`config.mk`:
```
export PLATFORM = sky130hd
export DESIGN_NAME = serial_master_port
export DESIGN_NICKNAME = d
export VERILOG_FILES = /design/src/rtl/serial_master_port.sv
export SDC_FILE = /design/constraint.sdc
export NUM_CORES = 1
export LEC_CHECK = 0
export CORE_MARGIN = 2
export CORE_UTILIZATION = 50
export DETAILED_ROUTE_END_ITERATION = 7
export PLACE_DENSITY = 0.72
export SLEW_MARGIN = 15
export SYNTH_ARGS = -nofsm -noshare
export SYNTH_HDL_FRONTEND = slang
export SYNTH_SLANG_ARGS = --single-unit
```
`constraint.sdc`:
```
create_clock -name clk -period 2.03 [get_ports clk]
set_input_delay 0.406 -clock clk [delete_from_list [all_inputs] [get_ports clk]]
set_output_delay 0.406 -clock clk [all_outputs]
set_load 0.01 [all_outputs]
```
`src/rtl/serial_master_port.sv`:
```
// Bit-serial bus master port: arbitrates for the bus, shifts a split select/offset address
// MSB-first, then writes or reads one data word, with select timeout and bounded re-arbitration.
module serial_master_port #(
  parameter int ADDR_W    = 16,
  parameter int DATA_W    = 8,
  parameter int SEL_W     = 4,
  parameter int TIMEOUT   = 64,
  parameter int MAX_RETRY = 3
) (
  input  logic              clk,
  input  logic              rstn,
  output logic              breq,
  input  logic              bgrant,
  output logic              mode,
  output logic              wr_bus,
  input  logic              rd_bus,
  output logic              master_valid,
  input  logic              slave_ready,
  output logic              master_ready,
  input  logic              slave_valid,
  input  logic              ack,
  input  logic              m_start,
  input  logic [ADDR_W-1:0] m_addr,
  input  logic [DATA_W-1:0] m_wr_data,
  input  logic              m_mode,
  output logic              m_busy,
  output logic [DATA_W-1:0] m_rd_data,
  output logic              m_rd_valid,
  output logic              m_done,
  output logic              m_err
);

  localparam int CNT_W = $clog2((ADDR_W > DATA_W ? ADDR_W : DATA_W) + 1);
  localparam int TMO_W = TIMEOUT > 1 ? $clog2(TIMEOUT) : 1;
  localparam int RTY_W = MAX_RETRY > 0 ? $clog2(MAX_RETRY + 1) : 1;
  localparam logic [CNT_W-1:0] SEL_LAST = CNT_W'(SEL_W - 1);
  localparam logic [CNT_W-1:0] REM_LAST = CNT_W'(ADDR_W - SEL_W - 1);
  localparam logic [CNT_W-1:0] DAT_LAST = CNT_W'(DATA_W - 1);
  localparam logic [TMO_W-1:0] TMO_LAST = TMO_W'(TIMEOUT - 1);
  localparam logic [RTY_W-1:0] RTY_MAX  = RTY_W'(MAX_RETRY);

  typedef enum logic [3:0] {
    S_IDLE, S_REQ, S_FETCH, S_ADDR_SEL, S_ACK_WAIT,
    S_ADDR_REM, S_WR_DATA, S_RD_DATA, S_DONE, S_ERROR
  } state_t;

  typedef struct packed {
    logic [ADDR_W-1:0] addr;
    logic [DATA_W-1:0] data;
    logic              mode;
  } req_t;

  state_t            state, state_nx;
  req_t              req;
  logic [ADDR_W-1:0] addr_sr;
  logic [DATA_W-1:0] data_sr;
  logic [DATA_W-2:0] rd_shift;
  logic [DATA_W-1:0] rd_word;
  logic [CNT_W-1:0]  cnt;
  logic [TMO_W-1:0]  tmo;
  logic [RTY_W-1:0]  retry;
  logic              tmo_hit, retry_ok, tmo_retry, wr_xfer, rd_xfer;

  assign tmo_hit  = (tmo == TMO_LAST);
  assign retry_ok = (retry < RTY_MAX);
  assign wr_xfer  = master_valid & slave_ready;
  assign rd_xfer  = master_ready & slave_valid;
  assign rd_word  = {rd_shift, rd_bus};
  assign mode     = req.mode;
  assign m_busy   = (state != S_IDLE);
  assign wr_bus   = (state == S_IDLE)    ? 1'b0 :
                    (state == S_WR_DATA) ? data_sr[DATA_W-1] : addr_sr[ADDR_W-1];
  assign tmo_retry = (state == S_ADDR_SEL || state == S_ACK_WAIT) && (state_nx == S_REQ);

  always_ff @(posedge clk or negedge rstn) begin
    if (!rstn) state <= S_IDLE;
    else       state <= state_nx;
  end

  always_comb begin
    state_nx     = state;
    breq         = 1'b0;
    master_valid = 1'b0;
    master_ready = 1'b0;
    m_done       = 1'b0;
    m_err        = 1'b0;
    m_rd_valid   = 1'b0;
    case (state)
      S_IDLE:     if (m_start) state_nx = S_REQ;
      S_REQ: begin
        breq = 1'b1;
        if (bgrant) state_nx = S_FETCH;
      end
      S_FETCH: begin
        breq     = 1'b1;
        state_nx = S_ADDR_SEL;
      end
      S_ADDR_SEL: begin
        breq         = 1'b1;
        master_valid = 1'b1;
        if (tmo_hit)                          state_nx = retry_ok ? S_REQ : S_ERROR;
        else if (slave_ready && cnt == SEL_LAST) state_nx = S_ACK_WAIT;
      end
      S_ACK_WAIT: begin
        breq = 1'b1;
        if (ack)          state_nx = S_ADDR_REM;
        else if (tmo_hit) state_nx = retry_ok ? S_REQ : S_ERROR;
      end
      S_ADDR_REM: begin
        breq         = 1'b1;
        master_valid = 1'b1;
        if (slave_ready && cnt == REM_LAST) state_nx = req.mode ? S_WR_DATA : S_RD_DATA;
      end
      S_WR_DATA: begin
        breq         = 1'b1;
        master_valid = 1'b1;
        if (slave_ready && cnt == DAT_LAST) state_nx = S_DONE;
      end
      S_RD_DATA: begin
        breq         = 1'b1;
        master_ready = 1'b1;
        if (slave_valid && cnt == DAT_LAST) state_nx = S_DONE;
      end
      S_DONE: begin
        m_done     = 1'b1;
        m_rd_valid = ~req.mode;
        state_nx   = S_IDLE;
      end
      S_ERROR: begin
        m_err    = 1'b1;
        state_nx = S_IDLE;
      end
      default:    state_nx = S_IDLE;
    endcase
  end

  always_ff @(posedge clk or negedge rstn) begin
    if (!rstn) begin
      req       <= '0;
      addr_sr   <= '0;
      data_sr   <= '0;
      rd_shift  <= '0;
      m_rd_data <= '0;
      cnt       <= '0;
      tmo       <= '0;
      retry     <= '0;
    end else begin
      if (state == S_IDLE) retry <= '0;
      // Retries replay the request captured on the first FETCH, not the live inputs.
      if (state == S_FETCH) begin
        if (retry == '0) begin
          req     <= {m_addr, m_wr_data, m_mode};
          addr_sr <= m_addr;
          data_sr <= m_wr_data;
        end else begin
          addr_sr <= req.addr;
          data_sr <= req.data;
        end
        cnt <= '0;
        tmo <= '0;
      end
      if ((state == S_ADDR_SEL || state == S_ACK_WAIT) && !tmo_hit) tmo <= tmo + 1'b1;
      if (tmo_retry) retry <= retry + 1'b1;
      if (wr_xfer) begin
        if (state == S_WR_DATA) data_sr <= {data_sr[DATA_W-2:0], 1'b0};
        else                    addr_sr <= {addr_sr[ADDR_W-2:0], 1'b0};
      end
      if (rd_xfer) begin
        rd_shift <= rd_word[DATA_W-2:0];
        if (state_nx == S_DONE) m_rd_data <= rd_word;
      end
      if (wr_xfer || rd_xfer) cnt <= (state_nx != state) ? '0 : cnt + 1'b1;
    end
  end

endmodule

```
Word level (Yosys, flattened, before mapping)

Index checks and enable logic that the tools add are counted.

Bits in registers: 81
Output and inout bits: 17

Add/subtract/negate cells: 3
Magnitude comparators: 1
Equal/unequal tests: 16
Muxes and demuxes: 35
Bitwise logic cells: 3
Reductions and logical operators: 19

Operators by type and width:

| kind                                                            | count |
|---|---|
| 16-bit two-way mux                                              | 4 |
| 4-bit two-way mux                                               | 10 |
| 8-bit two-way mux                                               | 4 |
| 4-bit case mux with 8 select lines                              | 1 |
| 4-bit by 3-bit == test with 1-bit output, second input constant | 4 |
| 5-bit two-way mux                                               | 3 |
| 4-bit == test, second input constant                            | 3 |
| 6-bit two-way mux                                               | 2 |
| 1-bit two-way mux                                               | 9 |
| 4-bit by 1-bit == test with 1-bit output, second input constant | 2 |
| 4-bit by 2-bit == test with 1-bit output, second input constant | 2 |
| 7-bit OR reduction                                              | 1 |
| 6-bit by 1-bit adder with 6-bit output, second input constant   | 1 |
| 6-bit == test, second input constant                            | 1 |
| 1-bit logical AND                                               | 6 |
| 2-bit nonzero test                                              | 3 |
| 5-bit by 1-bit adder with 5-bit output, second input constant   | 1 |
| 5-bit by 2-bit == test with 1-bit output, second input constant | 1 |
| 5-bit by 3-bit == test with 1-bit output, second input constant | 1 |
| 5-bit by 4-bit == test with 1-bit output, second input constant | 1 |
| 4-bit logical NOT                                               | 1 |
| 2-bit two-way mux                                               | 2 |
| 4-bit inequality test                                           | 1 |
| 2-bit AND reduction                                             | 2 |
| other kinds (9)                                                 | 11 |

Longest topological paths before layout

Word-level depth: 8
Depth in mapped cells: 8
Depth with buffers taken out: 6

Worst setup path after synthesis

No wires, ideal clock.

Kind: register to output
From: register state[1]
To: output m_rd_valid
Arrival time: 1.618 ns
Slack: 0.006 ns
Stages on the path, launching flop included: 6
Cells stage by stage: dfrtp_1 > buf_4 > clkbuf_8 > clkbuf_1 > nor4_1 > nor2b_1

Cells in the longest elaborated chain, start to end: 2

Ends and longest elaborated chain:

| item                   | RTL line | text |
|---|---|---|
| start, declared        | 53       | `state_t state, state_nx;` |
| start signal, assigned | 77       | `else state <= state_nx;` |
| 4-bit == test          | 88       | `case (state)` |
| 1-bit two-way mux      | 88       |  |
| end, declared          | 28       | `output logic m_rd_valid,` |

No other way between the ends.

Final worst setup path

From: register state[2]
To: register retry[1]

Cells in the longest elaborated chain, start to end: 6
Elaborated cells on any way between the ends: 23
Classes of those cells: eq/ne (8); mux (11); reduce/logical (4)

Ends and longest elaborated chain:

| item                                                           | RTL line | text |
|---|---|---|
| 4-bit two-way mux, on equally long branches                    | 107, 102 |  |
| 4-bit two-way mux, on equally long branches                    | 106, 101 |  |
| 4-bit case mux with 8 select lines                             | 88       |  |
| 4-bit by 1-bit == test with 1-bit output                       | 73       | `assign tmo_retry = (state == S_ADDR_SEL \|\| state == S_ACK_WAIT) && (state_nx == S_REQ);` |
| 1-bit logical AND                                              | 73       |  |
| 2-bit two-way mux / 2-bit nonzero test (equally long branches) | --       |  |
| end signal, assigned                                           | 163      | `if (tmo_retry) retry <= retry + 1'b1;` |
| end, declared                                                  | 61       | `logic [RTY_W-1:0] retry;` |

Several ways; a longest one is shown, not always the timed one.
A chain may end at the register's enable or synchronous reset.

==> reports/results.txt <==
RSZ-0062 raised after global routing -> yes
cells taking the most area after synthesis -> dfrtp_1, mux2_2, mux2i_1, o21ai_0, nand2_1
net count after synthesis -> 433
gate count after technology mapping -> 396
total power divided by cell area -> 1415 nW/um2
final core utilization -> 0.6674
antenna violations before repair -> 0
number of synthesized flops with an enable pin -> 0
TritonCTS clock tree -> done
capture instance of the worst register-to-register path -> retry[1]$_DFFE_PN0P_
final worst-path cycle share -> 1.005
antenna violation net count after detailed routing -> 0
number of buffer cells added on primary ports -> 49
die outline width -> 96.88 um
largest voltage drop on the vdd net -> 0.0008656 V
transition at the pin with the smallest max-transition slack -> 0.4514 ns
top-area cell type share of the netlist area -> 0.4700
post-route clock skew -> 0.01496 ns
core box area -> 8299 um2
share of synthesized registers carrying an async set or reset -> 1.000
distinct cell type count after synthesis -> 66
number of detailed-routing iterations run before antenna repair -> 5
Min Clock Period, post-route -> 2.040 ns
wire length of the first global-routing pass -> 15170 um
Max H-tree Level -> 3
initial core utilization -> 0.5197
vias in the first global route -> 3283
post-route non-filler standard cell count -> 591
max-slew violation total from the final report -> 0
Setup CP Type -> reg2reg
portion of the post-synthesis area used by sequential elements -> 0.4700
final setup violation count -> 1
path class of the lowest-slack min-delay path -> in2async
routability-driven placement congestion ratio -> 0.8955
cell total after placement -> 557
LEAKAGE -> 2.447 nW
mean routed wirelength per cell -> 15.82 um
slack of the critical path -> -0.01004 ns
violations in the final reports -> negative setup slack
power after layout -> 0.007839 W
launch point of the worst reg-to-reg path -> state[2]$_DFF_PN0_
total overflow reported by the global router -> 0
Worst slew margin -> 0.6991
First DRT Iteration DRCs -> 144
number of remaining DRC errors -> 0
Die Area -> 9385 um2
startpoint class of the critical path -> flop
final hold violation count -> 0
wire length reported by the detailed router -> 9348 um
growth of design area from synthesis to finish -> 28.43%
internal reg-to-reg setup slack -> -0.01 ns
CP max FO -> 4
total I/O pin count -> 50
number of maximum-capacitance constraint violations -> 0
HPWL reported at the end of detailed placement -> 6130 um
worst setup path startpoint -> state[2]$_DFF_PN0_
ratio of routed vias to standard cells -> 5.596
dominant cell type by area after synthesis -> dfrtp_1
Nets -> 518
clock tree buffer depth -> 2
layout cells sized above 1 -> 0.3313
cell chosen for the clock root -> clkbuf_8
warning count from the yosys run -> 0
GRT Total Usage -> 0.1985
clock latency reported for the late side of the worst-skew pair -> 0.37 ns
Max Clock Freq -> 490.2 MHz
required time worst endpoint -> 2.28 ns
mean instance size in the synthesized netlist -> 10.89 um2
Vert. Die Dim -> 96.88 um
number of diodes -> 0
post-synthesis cell area -> 4313 um2
TritonCTS sink count -> 81
Worst Hold Margin -> 0.03007 ns
post-synthesis register bit count -> 81
clock-pin transition on the worst setup and hold timing paths -> 0.09 ns
run status -> finished, violations left
largest net degree at the start of global routing -> 82
total via count after detailed routing -> 3307
row cnt -> 33
number of cells on the worst reg-to-reg path -> 7
CTS buffer count -> 9
endpoint arrival time on the critical path -> 2.29 ns
Setup crit end kind -> flop
worst setup timing slack at the placement stage -> -0.3636 ns
commonest register cell after synthesis -> dfrtp_1
## what timing repair did
item                                    CTS  global route
pin swaps                                 2            10
endpoints found under the setup margin   10            11
resized for setup                        30            31
setup buffers                             8            10
hold buffers                              0             0
## cells in the mapped netlist (all sizes together), types with 3 or more instances
library cell and count:
dfrtp 81, mux2 43, nand2 40, nor2 36
o21ai 34, mux2i 27, a21oi 25, clkbuf 14
buf 10, inv 6, a211oi 4, and2 4
and3 4, ha 4, nand3 4, nor2b 4
nor4b 4, a31oi 3, nand4 3, nor3 3
o31ai 3
## sequential cells by signal, summed over array words and instances (netlist names)
signal,count
req,24
tmo,6
state,4
m_rd_data,8
retry,2
mode,1
addr_sr,16
data_sr,8
rd_shift,7
cnt,5
## metrics by stage
step | instance area, um2 | TNS [ns]
floorplan | 4313 | 0
global placement | 5036 | -2.108
detailed placement | 5036 | -2.505
CTS | 5351 | 0
global route | 5539 | -0.2249
finish | 5539 | -0.01004
## power breakdown
part / switching (W) / internal (W) / leakage [nW]
registers: 0.000399 / 0.00226 / 1.02
clock network: 0.000615 / 0.000736 / 0.111
logic: 0.00186 / 0.00198 / 1.32
## worst max path at each step
stage,to,slack (ns),cells after the start
6_report,retry[1]$_DFFE_PN0P_,-0.01,7
5_1_grt,retry[1]$_DFFE_PN0P_,-0.06,7
4_1_cts,master_valid,0.004,5
3_5_place_dp,cnt[3]$_DFFE_PN0P_,-0.36,6
3_3_place_gp,cnt[3]$_DFFE_PN0P_,-0.33,6
2_1_floorplan,m_rd_valid,0.006,5
## critical path: stages, from the launching register on
cell and delay, ns:
dfrtp_2 0.47, buf_6 0.15, buf_6 0.11, nor4b_4 0.13, o2111ai_4 0.22, nand3b_1 0.17, nor4b_4 0.35, mux2_4 0.32
## cell usage in the layout (no fill, tap or decap), types with 3 or more instances in the layout
cell             instances
nand3_1                  4
nand2_1                 38
buf_12                   4
nor3_2                   3
clkbuf_8                10
a21oi_1                 24
o21ai_0                 32
mux2_2                  41
dfrtp_1                 77
a211oi_1                 3
nor2_1                  33
nand4_1                  3
inv_1                    4
buf_6                    6
nor2_2                   3
ha_1                     3
clkdlybuf4s50_1         40
buf_4                   38
mux2i_1                 27
dfrtp_2                  4
buf_2                    3
## layer usage
layer,track usage,share of wire
met1,0.2622,0.44
met5,0,0
met3,0.03902,0.039
met4,0.07259,0.023
met2,0.3259,0.49
## layout make-up
class                   instances  area [um2]
clock buffers                  11       141.4
clock inverters                 5       85.08
fillers                       630        2760
inverters                       7       27.53
multi-input cells             284        2201
flip-flops and latches         81        2032
well taps                     105       131.4
repair buffers                 98       920.9
## kinds of logic (layout without fill, tap and decap cells)
group / after synthesis / after routing / share of synthesized area
AOI/OAI and AO/OA: 88 / 88 / 0.1378
xor gates and xnor gates: 2 / 2 / 0.004062
adders and majority gates: 5 / 5 / 0.01393
buffers and inverters: 31 / 121 / 0.04177
DFF: 81 / 81 / 0.4700
muxes: 70 / 70 / 0.1767
and+or+nand+nor: 119 / 119 / 0.1558
Power figures use the tool's default switching activity.
